<file path="src/rtl/rob_commit_queue_if.sv">
// Bus bundle for rob_commit_queue: issue, operand query, two writeback ports, commit/flush.
// With ROB_PERF_CNT_EN defined the bundle also carries the commit/mispredict counters.
interface rob_commit_queue_if #(
  parameter int unsigned BITS = 3,
  parameter int unsigned XLEN = 32
);
  logic            issue_valid;
  logic [2:0]      issue_kind;
  logic [4:0]      issue_rd;
  logic [XLEN-1:0] issue_pc;
  logic            issue_pred;
  logic [XLEN-1:0] issue_alt_pc;
  logic            full;
  logic [BITS-1:0] rob_tail;
  logic            stall;

  logic [BITS-1:0] q_id_1;
  logic [BITS-1:0] q_id_2;
  logic            q_ready_1;
  logic            q_ready_2;
  logic [XLEN-1:0] q_value_1;
  logic [XLEN-1:0] q_value_2;

  logic            wb0_valid;
  logic [BITS-1:0] wb0_id;
  logic [XLEN-1:0] wb0_value;
  logic            wb1_valid;
  logic [BITS-1:0] wb1_id;
  logic [XLEN-1:0] wb1_value;

  logic            commit_we;
  logic [4:0]      commit_rd;
  logic [XLEN-1:0] commit_value;
  logic [BITS-1:0] commit_id;
  logic            commit_store;
  logic            flush;
  logic [XLEN-1:0] redirect_pc;
`ifdef ROB_PERF_CNT_EN
  logic [31:0]     perf_commits;
  logic [31:0]     perf_mispredicts;
`endif

  modport master (
    output issue_valid, issue_kind, issue_rd, issue_pc, issue_pred, issue_alt_pc,
    output q_id_1, q_id_2,
    output wb0_valid, wb0_id, wb0_value, wb1_valid, wb1_id, wb1_value,
    input  full, rob_tail, stall, q_ready_1, q_ready_2, q_value_1, q_value_2,
    input  commit_we, commit_rd, commit_value, commit_id, commit_store, flush, redirect_pc
`ifdef ROB_PERF_CNT_EN
    , input perf_commits, perf_mispredicts
`endif
  );

  modport slave (
    input  issue_valid, issue_kind, issue_rd, issue_pc, issue_pred, issue_alt_pc,
    input  q_id_1, q_id_2,
    input  wb0_valid, wb0_id, wb0_value, wb1_valid, wb1_id, wb1_value,
    output full, rob_tail, stall, q_ready_1, q_ready_2, q_value_1, q_value_2,
    output commit_we, commit_rd, commit_value, commit_id, commit_store, flush, redirect_pc
`ifdef ROB_PERF_CNT_EN
    , output perf_commits, perf_mispredicts
`endif
  );
endinterface

</file>
<file path="src/rtl/rob_commit_queue.sv">
// Reorder buffer: in-order allocate, dual writeback, operand lookup, single retire with flush on redirect.
// Optional ROB_PERF_CNT_EN adds free-running retire and flush counters.
module rob_commit_queue #(
  parameter int unsigned BITS = 3,
  parameter int unsigned XLEN = 32
) (
  input logic              clk_in,
  input logic              rst_in,
  input logic              rdy_in,
  rob_commit_queue_if.slave rob
);
  localparam int unsigned SIZE = 2 ** BITS;
  localparam int unsigned CW   = BITS + 1;

  typedef enum logic [2:0] {
    K_ALU    = 3'd0,
    K_LOAD   = 3'd1,
    K_STORE  = 3'd2,
    K_BRANCH = 3'd3,
    K_JAL    = 3'd4,
    K_JALR   = 3'd5
  } kind_e;

  // value holds the result (link address for JAL/JALR, taken bit for BRANCH); addr the redirect target
  typedef struct packed {
    logic            busy;
    logic            ready;
    kind_e           kind;
    logic [4:0]      rd;
    logic [XLEN-1:0] value;
    logic [XLEN-1:0] addr;
    logic            pred;
  } entry_t;

  entry_t          ent_q [SIZE];
  logic [BITS-1:0] head_q;
  logic [BITS-1:0] tail_q;
  logic [CW-1:0]   count_q;
  logic            stall_q;

  logic            commit_we_q;
  logic [4:0]      commit_rd_q;
  logic [XLEN-1:0] commit_value_q;
  logic [BITS-1:0] commit_id_q;
  logic            commit_store_q;
  logic            flush_q;
  logic [XLEN-1:0] redirect_q;

  entry_t          head_c;
  entry_t          new_c;
  kind_e           issue_kind_c;
  logic            full_c;
  logic            retire_c;
  logic            flush_c;
  logic            issue_c;
  logic            commit_we_c;
  logic            wb_ok_c  [2];
  logic [BITS-1:0] wb_id_c  [2];
  logic [XLEN-1:0] wb_val_c [2];

  assign head_c       = ent_q[head_q];
  assign full_c       = (count_q == CW'(SIZE));
  assign issue_kind_c = (rob.issue_kind > 3'd5) ? K_ALU : kind_e'(rob.issue_kind);

  // Head retires once busy & ready; JALR and a mispredicted BRANCH also flush everything.
  assign retire_c = rdy_in && head_c.busy && head_c.ready;
  assign flush_c  = retire_c &&
                    ((head_c.kind == K_JALR) ||
                     ((head_c.kind == K_BRANCH) && (head_c.value[0] != head_c.pred)));
  assign issue_c  = rdy_in && rob.issue_valid && !full_c && !flush_c;
  assign commit_we_c = retire_c && (head_c.rd != 5'd0) &&
                       (head_c.kind inside {K_ALU, K_LOAD, K_JAL, K_JALR});

  assign wb_id_c[0]  = rob.wb0_id;
  assign wb_id_c[1]  = rob.wb1_id;
  assign wb_val_c[0] = rob.wb0_value;
  assign wb_val_c[1] = rob.wb1_value;

  // A writeback lands only on a busy, still-pending entry; port 0 owns a shared target.
  assign wb_ok_c[0] = rdy_in && !flush_c && rob.wb0_valid &&
                      ent_q[rob.wb0_id].busy && !ent_q[rob.wb0_id].ready;
  assign wb_ok_c[1] = rdy_in && !flush_c && rob.wb1_valid &&
                      ent_q[rob.wb1_id].busy && !ent_q[rob.wb1_id].ready &&
                      !(rob.wb0_valid && (rob.wb0_id == rob.wb1_id));

  // Entry image written at the tail on issue
  always_comb begin
    new_c      = '0;
    new_c.busy = 1'b1;
    new_c.kind = issue_kind_c;
    new_c.rd   = rob.issue_rd;
    case (issue_kind_c)
      K_JAL: begin
        new_c.ready = 1'b1;
        new_c.value = rob.issue_pc + XLEN'(4);
      end
      K_JALR:   new_c.value = rob.issue_pc + XLEN'(4);
      K_BRANCH: begin
        new_c.addr = rob.issue_alt_pc;
        new_c.pred = rob.issue_pred;
      end
      default: ;
    endcase
  end

  function automatic logic [XLEN:0] lookup(
    input entry_t          e,
    input logic [BITS-1:0] qid,
    input logic            ok0,
    input logic [BITS-1:0] id0,
    input logic [XLEN-1:0] v0,
    input logic            ok1,
    input logic [BITS-1:0] id1,
    input logic [XLEN-1:0] v1
  );
    logic [XLEN:0] r;
    r = {1'b0, e.value};
    if (ok0 && (id0 == qid))      r = {1'b1, v0};
    else if (ok1 && (id1 == qid)) r = {1'b1, v1};
    else if (e.busy && e.ready)   r = {1'b1, e.value};
    return r;
  endfunction

  assign {rob.q_ready_1, rob.q_value_1} = lookup(ent_q[rob.q_id_1], rob.q_id_1,
      wb_ok_c[0], wb_id_c[0], wb_val_c[0], wb_ok_c[1], wb_id_c[1], wb_val_c[1]);
  assign {rob.q_ready_2, rob.q_value_2} = lookup(ent_q[rob.q_id_2], rob.q_id_2,
      wb_ok_c[0], wb_id_c[0], wb_val_c[0], wb_ok_c[1], wb_id_c[1], wb_val_c[1]);

  always_ff @(posedge clk_in or negedge rst_in) begin
    if (!rst_in) begin
      for (int i = 0; i < int'(SIZE); i++) ent_q[i] <= '0;
      head_q         <= '0;
      tail_q         <= '0;
      count_q        <= '0;
      stall_q        <= 1'b0;
      commit_we_q    <= 1'b0;
      commit_rd_q    <= '0;
      commit_value_q <= '0;
      commit_id_q    <= '0;
      commit_store_q <= 1'b0;
      flush_q        <= 1'b0;
      redirect_q     <= '0;
    end else if (rdy_in) begin
      commit_we_q    <= commit_we_c;
      commit_store_q <= retire_c && (head_c.kind == K_STORE);
      flush_q        <= flush_c;
      if (retire_c) begin
        commit_rd_q    <= head_c.rd;
        commit_value_q <= head_c.value;
        commit_id_q    <= head_q;
      end
      if (flush_c) begin
        redirect_q <= head_c.addr;
        for (int i = 0; i < int'(SIZE); i++) begin
          ent_q[i].busy  <= 1'b0;
          ent_q[i].ready <= 1'b0;
        end
        head_q  <= '0;
        tail_q  <= '0;
        count_q <= '0;
        stall_q <= 1'b0;
      end else begin
        if (retire_c) begin
          ent_q[head_q].busy  <= 1'b0;
          ent_q[head_q].ready <= 1'b0;
          head_q              <= head_q + BITS'(1);
        end
        for (int p = 0; p < 2; p++) begin
          if (wb_ok_c[p]) begin
            ent_q[wb_id_c[p]].ready <= 1'b1;
            case (ent_q[wb_id_c[p]].kind)
              K_BRANCH: ent_q[wb_id_c[p]].value <= XLEN'(wb_val_c[p][0]);
              K_JALR:   ent_q[wb_id_c[p]].addr  <= wb_val_c[p];
              default:  ent_q[wb_id_c[p]].value <= wb_val_c[p];
            endcase
          end
        end
        if (issue_c) begin
          ent_q[tail_q] <= new_c;
          tail_q        <= tail_q + BITS'(1);
          if (issue_kind_c == K_JALR) stall_q <= 1'b1;
        end
        count_q <= count_q + CW'(issue_c) - CW'(retire_c);
      end
    end else begin
      commit_we_q    <= 1'b0;
      commit_store_q <= 1'b0;
      flush_q        <= 1'b0;
    end
  end

`ifdef ROB_PERF_CNT_EN
  logic [31:0] perf_commits_q;
  logic [31:0] perf_mispredicts_q;

  // Cleared only by reset; a flush leaves the history intact
  always_ff @(posedge clk_in or negedge rst_in) begin
    if (!rst_in) begin
      perf_commits_q     <= '0;
      perf_mispredicts_q <= '0;
    end else begin
      perf_commits_q     <= perf_commits_q + 32'(retire_c);
      perf_mispredicts_q <= perf_mispredicts_q + 32'(flush_c);
    end
  end

  assign rob.perf_commits     = perf_commits_q;
  assign rob.perf_mispredicts = perf_mispredicts_q;
`endif

  assign rob.full         = full_c;
  assign rob.rob_tail     = tail_q;
  assign rob.stall        = stall_q;
  assign rob.commit_we    = commit_we_q;
  assign rob.commit_rd    = commit_rd_q;
  assign rob.commit_value = commit_value_q;
  assign rob.commit_id    = commit_id_q;
  assign rob.commit_store = commit_store_q;
  assign rob.flush        = flush_q;
  assign rob.redirect_pc  = redirect_q;
endmodule
</file>
<file path="src/flat_wrapper.sv">
// flat-port wrapper written by rule: the top's interface ports become plain ports
module rob_commit_queue_flat 
#(
  parameter int unsigned BITS = 3,
  parameter int unsigned XLEN = 32
)
  (clk_in, rst_in, rdy_in, rob_issue_valid, rob_issue_kind, rob_issue_rd, rob_issue_pc, rob_issue_pred, rob_issue_alt_pc, rob_q_id_1, rob_q_id_2, rob_wb0_valid, rob_wb0_id, rob_wb0_value, rob_wb1_valid, rob_wb1_id, rob_wb1_value, rob_full, rob_rob_tail, rob_stall, rob_q_ready_1, rob_q_ready_2, rob_q_value_1, rob_q_value_2, rob_commit_we, rob_commit_rd, rob_commit_value, rob_commit_id, rob_commit_store, rob_flush, rob_redirect_pc);
  rob_commit_queue_if #(.BITS(BITS), .XLEN(XLEN)) rob_i ();
  input logic clk_in;
  input logic rst_in;
  input logic rdy_in;
  input wire logic [$bits(rob_i.issue_valid)-1:0] rob_issue_valid;
  input wire logic [$bits(rob_i.issue_kind)-1:0] rob_issue_kind;
  input wire logic [$bits(rob_i.issue_rd)-1:0] rob_issue_rd;
  input wire logic [$bits(rob_i.issue_pc)-1:0] rob_issue_pc;
  input wire logic [$bits(rob_i.issue_pred)-1:0] rob_issue_pred;
  input wire logic [$bits(rob_i.issue_alt_pc)-1:0] rob_issue_alt_pc;
  input wire logic [$bits(rob_i.q_id_1)-1:0] rob_q_id_1;
  input wire logic [$bits(rob_i.q_id_2)-1:0] rob_q_id_2;
  input wire logic [$bits(rob_i.wb0_valid)-1:0] rob_wb0_valid;
  input wire logic [$bits(rob_i.wb0_id)-1:0] rob_wb0_id;
  input wire logic [$bits(rob_i.wb0_value)-1:0] rob_wb0_value;
  input wire logic [$bits(rob_i.wb1_valid)-1:0] rob_wb1_valid;
  input wire logic [$bits(rob_i.wb1_id)-1:0] rob_wb1_id;
  input wire logic [$bits(rob_i.wb1_value)-1:0] rob_wb1_value;
  output wire logic [$bits(rob_i.full)-1:0] rob_full;
  output wire logic [$bits(rob_i.rob_tail)-1:0] rob_rob_tail;
  output wire logic [$bits(rob_i.stall)-1:0] rob_stall;
  output wire logic [$bits(rob_i.q_ready_1)-1:0] rob_q_ready_1;
  output wire logic [$bits(rob_i.q_ready_2)-1:0] rob_q_ready_2;
  output wire logic [$bits(rob_i.q_value_1)-1:0] rob_q_value_1;
  output wire logic [$bits(rob_i.q_value_2)-1:0] rob_q_value_2;
  output wire logic [$bits(rob_i.commit_we)-1:0] rob_commit_we;
  output wire logic [$bits(rob_i.commit_rd)-1:0] rob_commit_rd;
  output wire logic [$bits(rob_i.commit_value)-1:0] rob_commit_value;
  output wire logic [$bits(rob_i.commit_id)-1:0] rob_commit_id;
  output wire logic [$bits(rob_i.commit_store)-1:0] rob_commit_store;
  output wire logic [$bits(rob_i.flush)-1:0] rob_flush;
  output wire logic [$bits(rob_i.redirect_pc)-1:0] rob_redirect_pc;
  assign rob_i.issue_valid = rob_issue_valid;
  assign rob_i.issue_kind = rob_issue_kind;
  assign rob_i.issue_rd = rob_issue_rd;
  assign rob_i.issue_pc = rob_issue_pc;
  assign rob_i.issue_pred = rob_issue_pred;
  assign rob_i.issue_alt_pc = rob_issue_alt_pc;
  assign rob_i.q_id_1 = rob_q_id_1;
  assign rob_i.q_id_2 = rob_q_id_2;
  assign rob_i.wb0_valid = rob_wb0_valid;
  assign rob_i.wb0_id = rob_wb0_id;
  assign rob_i.wb0_value = rob_wb0_value;
  assign rob_i.wb1_valid = rob_wb1_valid;
  assign rob_i.wb1_id = rob_wb1_id;
  assign rob_i.wb1_value = rob_wb1_value;
  assign rob_full = rob_i.full;
  assign rob_rob_tail = rob_i.rob_tail;
  assign rob_stall = rob_i.stall;
  assign rob_q_ready_1 = rob_i.q_ready_1;
  assign rob_q_ready_2 = rob_i.q_ready_2;
  assign rob_q_value_1 = rob_i.q_value_1;
  assign rob_q_value_2 = rob_i.q_value_2;
  assign rob_commit_we = rob_i.commit_we;
  assign rob_commit_rd = rob_i.commit_rd;
  assign rob_commit_value = rob_i.commit_value;
  assign rob_commit_id = rob_i.commit_id;
  assign rob_commit_store = rob_i.commit_store;
  assign rob_flush = rob_i.flush;
  assign rob_redirect_pc = rob_i.redirect_pc;
  rob_commit_queue #(.BITS(BITS), .XLEN(XLEN)) u_core (.clk_in(clk_in), .rst_in(rst_in), .rdy_in(rdy_in), .rob(rob_i));
endmodule
</file>
<file path="config.mk">
export PLATFORM = sky130hd
export DESIGN_NAME = rob_commit_queue_flat
export DESIGN_NICKNAME = d
export VERILOG_FILES = /design/src/rtl/rob_commit_queue_if.sv /design/src/rtl/rob_commit_queue.sv /design/src/flat_wrapper.sv
export SDC_FILE = /design/constraint.sdc
export NUM_CORES = 2
export LEC_CHECK = 0
export CAP_MARGIN = 20
export CORE_UTILIZATION = 25
export CTS_BUF_LIST = sky130_fd_sc_hd__clkbuf_16
export DETAILED_ROUTE_END_ITERATION = 10
export PLACE_DENSITY = 0.45
export SKIP_LAST_GASP = 1
export SYNTH_ARGS = -nofsm -noshare
export SYNTH_HDL_FRONTEND = slang
export SYNTH_SLANG_ARGS = --single-unit
</file>
<file path="constraint.sdc">
create_clock -name clk_in -period 8.1 [get_ports clk_in]
set_input_delay 1.62 -clock clk_in [delete_from_list [all_inputs] [get_ports clk_in]]
set_output_delay 1.62 -clock clk_in [all_outputs]
set_load 0.03 [all_outputs]
</file>
---- Word level (Yosys, flattened, before mapping) ----
Cells that the tools add are included.
W data, S select, Z words.
operators by class
  reduce and logical (&&, ||, !) cells .... 48
  muxes and demuxes ....................... 85
  order comparisons ....................... 11
  bitwise gates (word level) .............. 7
  equality and inequality tests ........... 19
  add/sub/neg operators ................... 5
operator list
  kind                     number
  $bwmux W600              11
  $mux W600                10
  $pmux W600 S2            2
  $demux W75 S3            9
  $bmux W75 S3             5
  $mux W75                 12
  $mux W33                 9
  $mux W74                 3
  $mux W65                 2
  $add A32 B3 Y32 const B  1
  $mux W32                 1
  $logic_and A1 B1 Y1      29
  $ge A4 B4 Y1 const B     6
  $not A3 Y4               6
  $eq A3 B3 Y1 const B     6
  $lt A4 B1 Y1 const B     4
  $mux W2                  8
  $eq A3 B2 Y1 const B     5
  $eq A3 B3 Y1             5
  $mux W3                  5
  $reduce_and A2 Y1        5
  $mux W1                  7
  $add A3 B1 Y3 const B    2
  $reduce_bool A2 Y1       3
  other kinds (15)         19
word-level totals
  logic and storage cells ................. 242
  output and inout port bits .............. 146
  flip-flop bits (word level) ............. 686

---- Logic depth before layout (Yosys ltp) ----
  depth in word-level cells ............... 25
  depth in mapped cells ................... 19
  mapped depth without buffers ............ 13

---- Worst setup path after synthesis ----
No wires, ideal clock.
  kind .................................... input-to-output
  from .................................... in rob_wb0_id[2]
  to ...................................... out rob_q_value_1[0]
  arrival time ............................ 4.440 ns
  slack ................................... 2.040 ns
  stages .................................. 12
  cells stage by stage .................... buf_2 > buf_2 > buf_2 > nand3b_1 > a21oi_1 > and4b_1 > clkbuf_1 > nand2_1 > a21oi_2 > nand4_1 > clkbuf_1 > o21ai_0
on the way
  cells in the longest elaborated chain, start to end .. 8
  elaborated cells on any way between the ends .. 16
  classes of those cells .................. 2 x eq/ne; 5 x mux; 1 x bitwise; 8 x reduce/logical
ends and longest elaborated chain
  what                                                            line                                            RTL
  from (decl)                                                     flat_wrapper.sv:21                              input wire logic [$bits(rob_i.wb0_id)-1:0] rob_wb0_id;
  $not A3 Y4 (not written as such)                                rob_commit_queue.sv:81                          ent_q[rob.wb0_id].busy && !ent_q[rob.wb0_id].ready;
  $bmux W75 S3                                                    rob_commit_queue.sv:81
  $mux W75 (2 in a row)                                           n/a
  $logic_and A1 B1 Y1 / $logic_not A1 Y1 (equally long branches)  rob_commit_queue.sv:80, rob_commit_queue.sv:81
  $logic_and A1 B1 Y1                                             rob_commit_queue.sv:81
  $logic_and A1 B1 Y1                                             rob_commit_queue.sv:118                         if (ok0 && (id0 == qid)) r = {1'b1, v0};
  $mux W33 (*)                                                    rob_commit_queue.sv:118
  to (decl)                                                       flat_wrapper.sv:31                              output wire logic [$bits(rob_i.q_value_1)-1:0] rob_q_value_1;
Mark *: on every way between the ends. The rest lies on a longest branch, timed or not. The select of a mux whose other input is x is not followed.

---- Worst setup path in the final report ----
  from .................................... in rob_wb1_id[1]
  to ...................................... out rob_q_value_2[2]
on the way
  cells in the longest elaborated chain, start to end .. 10
  elaborated cells on any way between the ends .. 15
  classes of those cells .................. 2 x eq/ne; 5 x mux; 1 x bitwise; 7 x reduce/logical
ends and longest elaborated chain
  what                                                            line                                            RTL
  from (decl)                                                     flat_wrapper.sv:24                              input wire logic [$bits(rob_i.wb1_id)-1:0] rob_wb1_id;
  $not A3 Y4 (not written as such)                                rob_commit_queue.sv:83                          ent_q[rob.wb1_id].busy && !ent_q[rob.wb1_id].ready &&
  $bmux W75 S3                                                    rob_commit_queue.sv:83
  $mux W75 (2 in a row)                                           n/a
  $logic_and A1 B1 Y1 / $logic_not A1 Y1 (equally long branches)  rob_commit_queue.sv:82, rob_commit_queue.sv:83
  $logic_and A1 B1 Y1 (2 in a row)                                rob_commit_queue.sv:83
  $logic_and A1 B1 Y1 (*)                                         rob_commit_queue.sv:119                         else if (ok1 && (id1 == qid)) r = {1'b1, v1};
  $mux W33 (*)                                                    rob_commit_queue.sv:119
  $mux W33 (*)                                                    rob_commit_queue.sv:118
  to (decl)                                                       flat_wrapper.sv:32                              output wire logic [$bits(rob_i.q_value_2)-1:0] rob_q_value_2;
Marked as above.

==> out/summary.txt <==
GRT overflow: 0
DRT iter0 DRCs: 7278
share of layout cells above drive strength 1: 14.3%
Nets: 5686
CP required: 6.48 ns
Final WS setup: 0.988 ns
status: finished, final reports clean
Hold Path Origin: u_core.rob.commit_value[10]
ys async rst share: 100%
kind of critical path: input port to output pin
GR Util met2: 45.3%
worst vdd ir: 260 uV
crit path max fanout: 36
Yosys top cell by area: dfrtp_1
Clock Tree Root: clkbuf_16
Via density: 6.39
Post-CTS Resized: 0
max_slew headroom: 7.97%
clock period minus worst slack: 7.11 ns
syn nets: 5712
CTS tree: built
Post-Syn Area per Cell: 8.92 sq um
Avg WL per Cell: 37.5 um
flop-to-flop setup slack: 2.36 ns
WHS Endpoint: u_core.rob.commit_value[10]
# IOs: 301
Register Area: 17200 sq um
Setup TNS Final: 0 ns
RSZ-0062 raised after global routing: no
initial antenna violation count: 22
worst skew pair latency: 0.77 ns
worst r2r dst: u_core.ent_q[213]
Max H-tree Level: 3
GR Util met1: 36.3%
Fillers: 20600
DRC viols: 0
Post-Syn Area: 49500 sq um
DIE WIDTH: 447 um
Hold Crit Class: flip-flop to flip-flop
via count: 52500
Sw Share: 45.6%
clock power share: 20.0%
Max clock buf depth: 3
worst clock skew: 0.0782 ns
Sink Count: 686
#FFs+latches synth: 686
Pint: 11300 uW
Placed Area: 56000 sq um
leakage power: 0.0241 uW
Final Wtd Congestion: 0.961
Worst Max-Slew Pin Slew: 1.38 ns
Detailed Route WL: 308000 um
Worst Path Arrival: 5.49 ns
r2r worst-path depth: 9
Die Y-Extent: 447 um
worst r2r src: u_core.head_q[2]
ranking of synthesized cells by area: dfrtp_1 35%, mux2i_1 9.2%, mux4_2 6.8%
PnR Total Power: 20800 uW
Setup Buffers After CTS: 0
final setup vio count: 0
sequential fraction of the synthesis area: 34.7%
Multi-input gate area: 29800 sq um
share of the synthesized area in the top cell type: 34.7%
Place WS: 1.15 ns
First-pass DRT Iterations: 8
GRT Max-Usage Layer: met2
Synth Warn #: 0
Core Area: 196000 sq um
Hold Violations, Final: 0
Unique masters post-synth: 87
die area: 200000 sq um
Max Cap Viol: 0
Port Buffers: 300
design area: 59000 sq um
Num CTS Buffers: 88
vias in the first global route: 51100
Main synth FF type: dfrtp_1
worst hold path depth: 2
final period utilization: 87.8%
Final Max Slew Viols: 0
Switching Power: 9470 uW
CTS clk-pin slew, worst paths: 0.06 ns
fmax: 0.141 GHz
post-synthesis cell count: 5548
Post-synth EDFFs: 0
total global-route track usage: 30.0%
M3 GR Usage: 7.29%
FP Rows: 162
CP endpoint kind: output pin
Critical Path Source Type: input port
combinational share of power: 49.2%
pwr/cell area: 352 nW/um^2
Antenna Nets Post-Route: 0
Initial Util: 25.3%
first-pass GRT wire length: 424000 um
largest net degree at the start of global routing: 139
Post-DP HPWL: 195000 um
CTS Hold Bufs: 0
register share of total power: 30.9%
Area Overhead vs Synth: 19.2%
[worst max-delay path by stage]
stage	start	to	slack, ns	cells after the start
global placement	rob_wb1_id[1]	rob_q_value_1[7]	1.15	12
finish	rob_wb1_id[1]	rob_q_value_2[2]	0.99	11
CTS	rob_wb1_id[1]	rob_q_value_1[14]	1.15	11
floorplan	rob_wb0_id[2]	rob_q_value_1[0]	2.04	12
detailed placement	rob_wb1_id[1]	rob_q_value_1[14]	1.15	12
global route	rob_wb1_id[1]	rob_q_value_2[2]	0.88	11
[cells in the mapped netlist, types with 103 or more instances]
cell / instances
mux2i_1: 453
a221oi_1: 190
dfrtp_1: 686
nand2_1: 674
mux4_2: 149
a21oi_1: 232
buf_2: 145
o211ai_1: 175
mux2_2: 103
clkbuf_1: 392
o21ai_0: 327
o22ai_1: 219
a22oi_1: 254
nor2_1: 485
[state kept, by name, indices dropped and copies added (netlist names)]
| register | cells |
|---|---|
| u_core.rob.rob_tail | 3 |
| u_core.rob.commit_store | 1 |
| u_core.rob.commit_id | 3 |
| u_core.head_q | 3 |
| u_core.rob.stall | 1 |
| u_core.count_q | 4 |
| u_core.rob.commit_rd | 5 |
| u_core.rob.commit_value | 32 |
| u_core.rob.redirect_pc | 32 |
| u_core.rob.flush | 1 |
| u_core.rob.commit_we | 1 |
| u_core.ent_q | 600 |
[cells by family (layout without fill, tap and decap cells)]
| family | after synthesis | after routing | synth area share, % |
|---|---|---|---|
| DFF | 686 | 686 | 34.7 |
| adders and majority gates | 9 | 9 | 0.243 |
| muxes | 706 | 706 | 18.3 |
| AOI/OAI and AO/OA | 1910 | 1910 | 27.1 |
| buffers and inverters | 738 | 780 | 6.25 |
| other | 0 | 6 | 0 |
| and+or+nand+nor | 1447 | 1447 | 12.4 |
| xor gates and xnor gates | 52 | 52 | 0.921 |
[cell usage in the layout (no fill, tap or decap), types with 26 or more instances in the layout]
| cell | Yosys | layout |
|---|---|---|
| and2_1 | 33 | 33 |
| mux4_2 | 149 | 149 |
| a22o_1 | 26 | 26 |
| a2bb2oi_1 | 33 | 33 |
| a31oi_1 | 37 | 37 |
| and3_1 | 30 | 30 |
| o21ai_1 | 41 | 36 |
| mux2_2 | 103 | 103 |
| xnor2_1 | 27 | 27 |
| a221oi_1 | 190 | 190 |
| o22ai_1 | 219 | 218 |
| mux2i_1 | 453 | 453 |
| nor2_1 | 485 | 468 |
| a32o_1 | 43 | 43 |
| buf_12 | 0 | 71 |
| clkbuf_16 | 0 | 89 |
| nor3_1 | 52 | 44 |
| o221ai_1 | 56 | 56 |
| o211ai_1 | 175 | 175 |
| a21oi_1 | 232 | 221 |
| o21ai_0 | 327 | 327 |
| nand3_1 | 60 | 59 |
| dfrtp_1 | 686 | 683 |
| a221o_1 | 45 | 45 |
| buf_4 | 21 | 228 |
| clkdlybuf4s50_1 | 0 | 226 |
| a211oi_1 | 53 | 50 |
| nand2_1 | 674 | 663 |
| a22oi_1 | 254 | 254 |
| inv_1 | 84 | 99 |
[cell type report]
cell class / count / share of cell area [%]
Antenna cell: 6 / 0.0255
Clock buffer: 89 / 3.78
Clock inverter: 69 / 1.10
Inverter: 87 / 0.558
Multi-Input combinational cell: 4124 / 50.5
Sequential cell: 686 / 29.1
Tap cell: 2624 / 5.57
Timing Repair Buffer: 535 / 9.37
[critical path: stages]
cell,delay (ns)
clkdlybuf4s50_1,1.05
nand3b_1,0.45
nor2_1,0.13
a211oi_2,0.47
nand3_1,0.24
a211oi_4,0.25
buf_4,0.60
nor2_1,0.12
a21oi_1,0.17
mux2i_1,0.14
buf_12,0.20
[metal layers]
| metal | part of all wire [%] | vias up |
|---|---|---|
| met2 | 44 | 3694 |
| met1 | 37 | 26700 |
| li1 | - | 21000 |
| met5 | 0.041 | - |
| met3 | 9.6 | 1070 |
| met4 | 9.2 | 18 |
[power groups by stage]
stage | sequential, uW | clock [uW] | combinational [uW]
after floorplan | 5990 | 0 | 5950
after global placement | 6290 | 0 | 9860
after detailed placement | 6360 | 0 | 9990
after CTS | 6320 | 4190 | 10000
after global routing | 6550 | 4310 | 10700
final | 6410 | 4150 | 10200
[stage by stage]
| stage | utilization, % | cells | hold slack (ns) |
|---|---|---|---|
| 2_1_floorplan | - | 5548 | 0.440 |
| 3_3_place_gp | 28.6 | 8046 | 0.454 |
| 3_5_place_dp | 28.6 | 8051 | 0.457 |
| 4_1_cts | 30.1 | 8209 | 0.472 |
| 5_1_grt | 30.1 | 8216 | 0.492 |
| 6_report | 30.1 | 8220 | 0.473 |
Note: power is estimated with default switching activity, not from simulation.
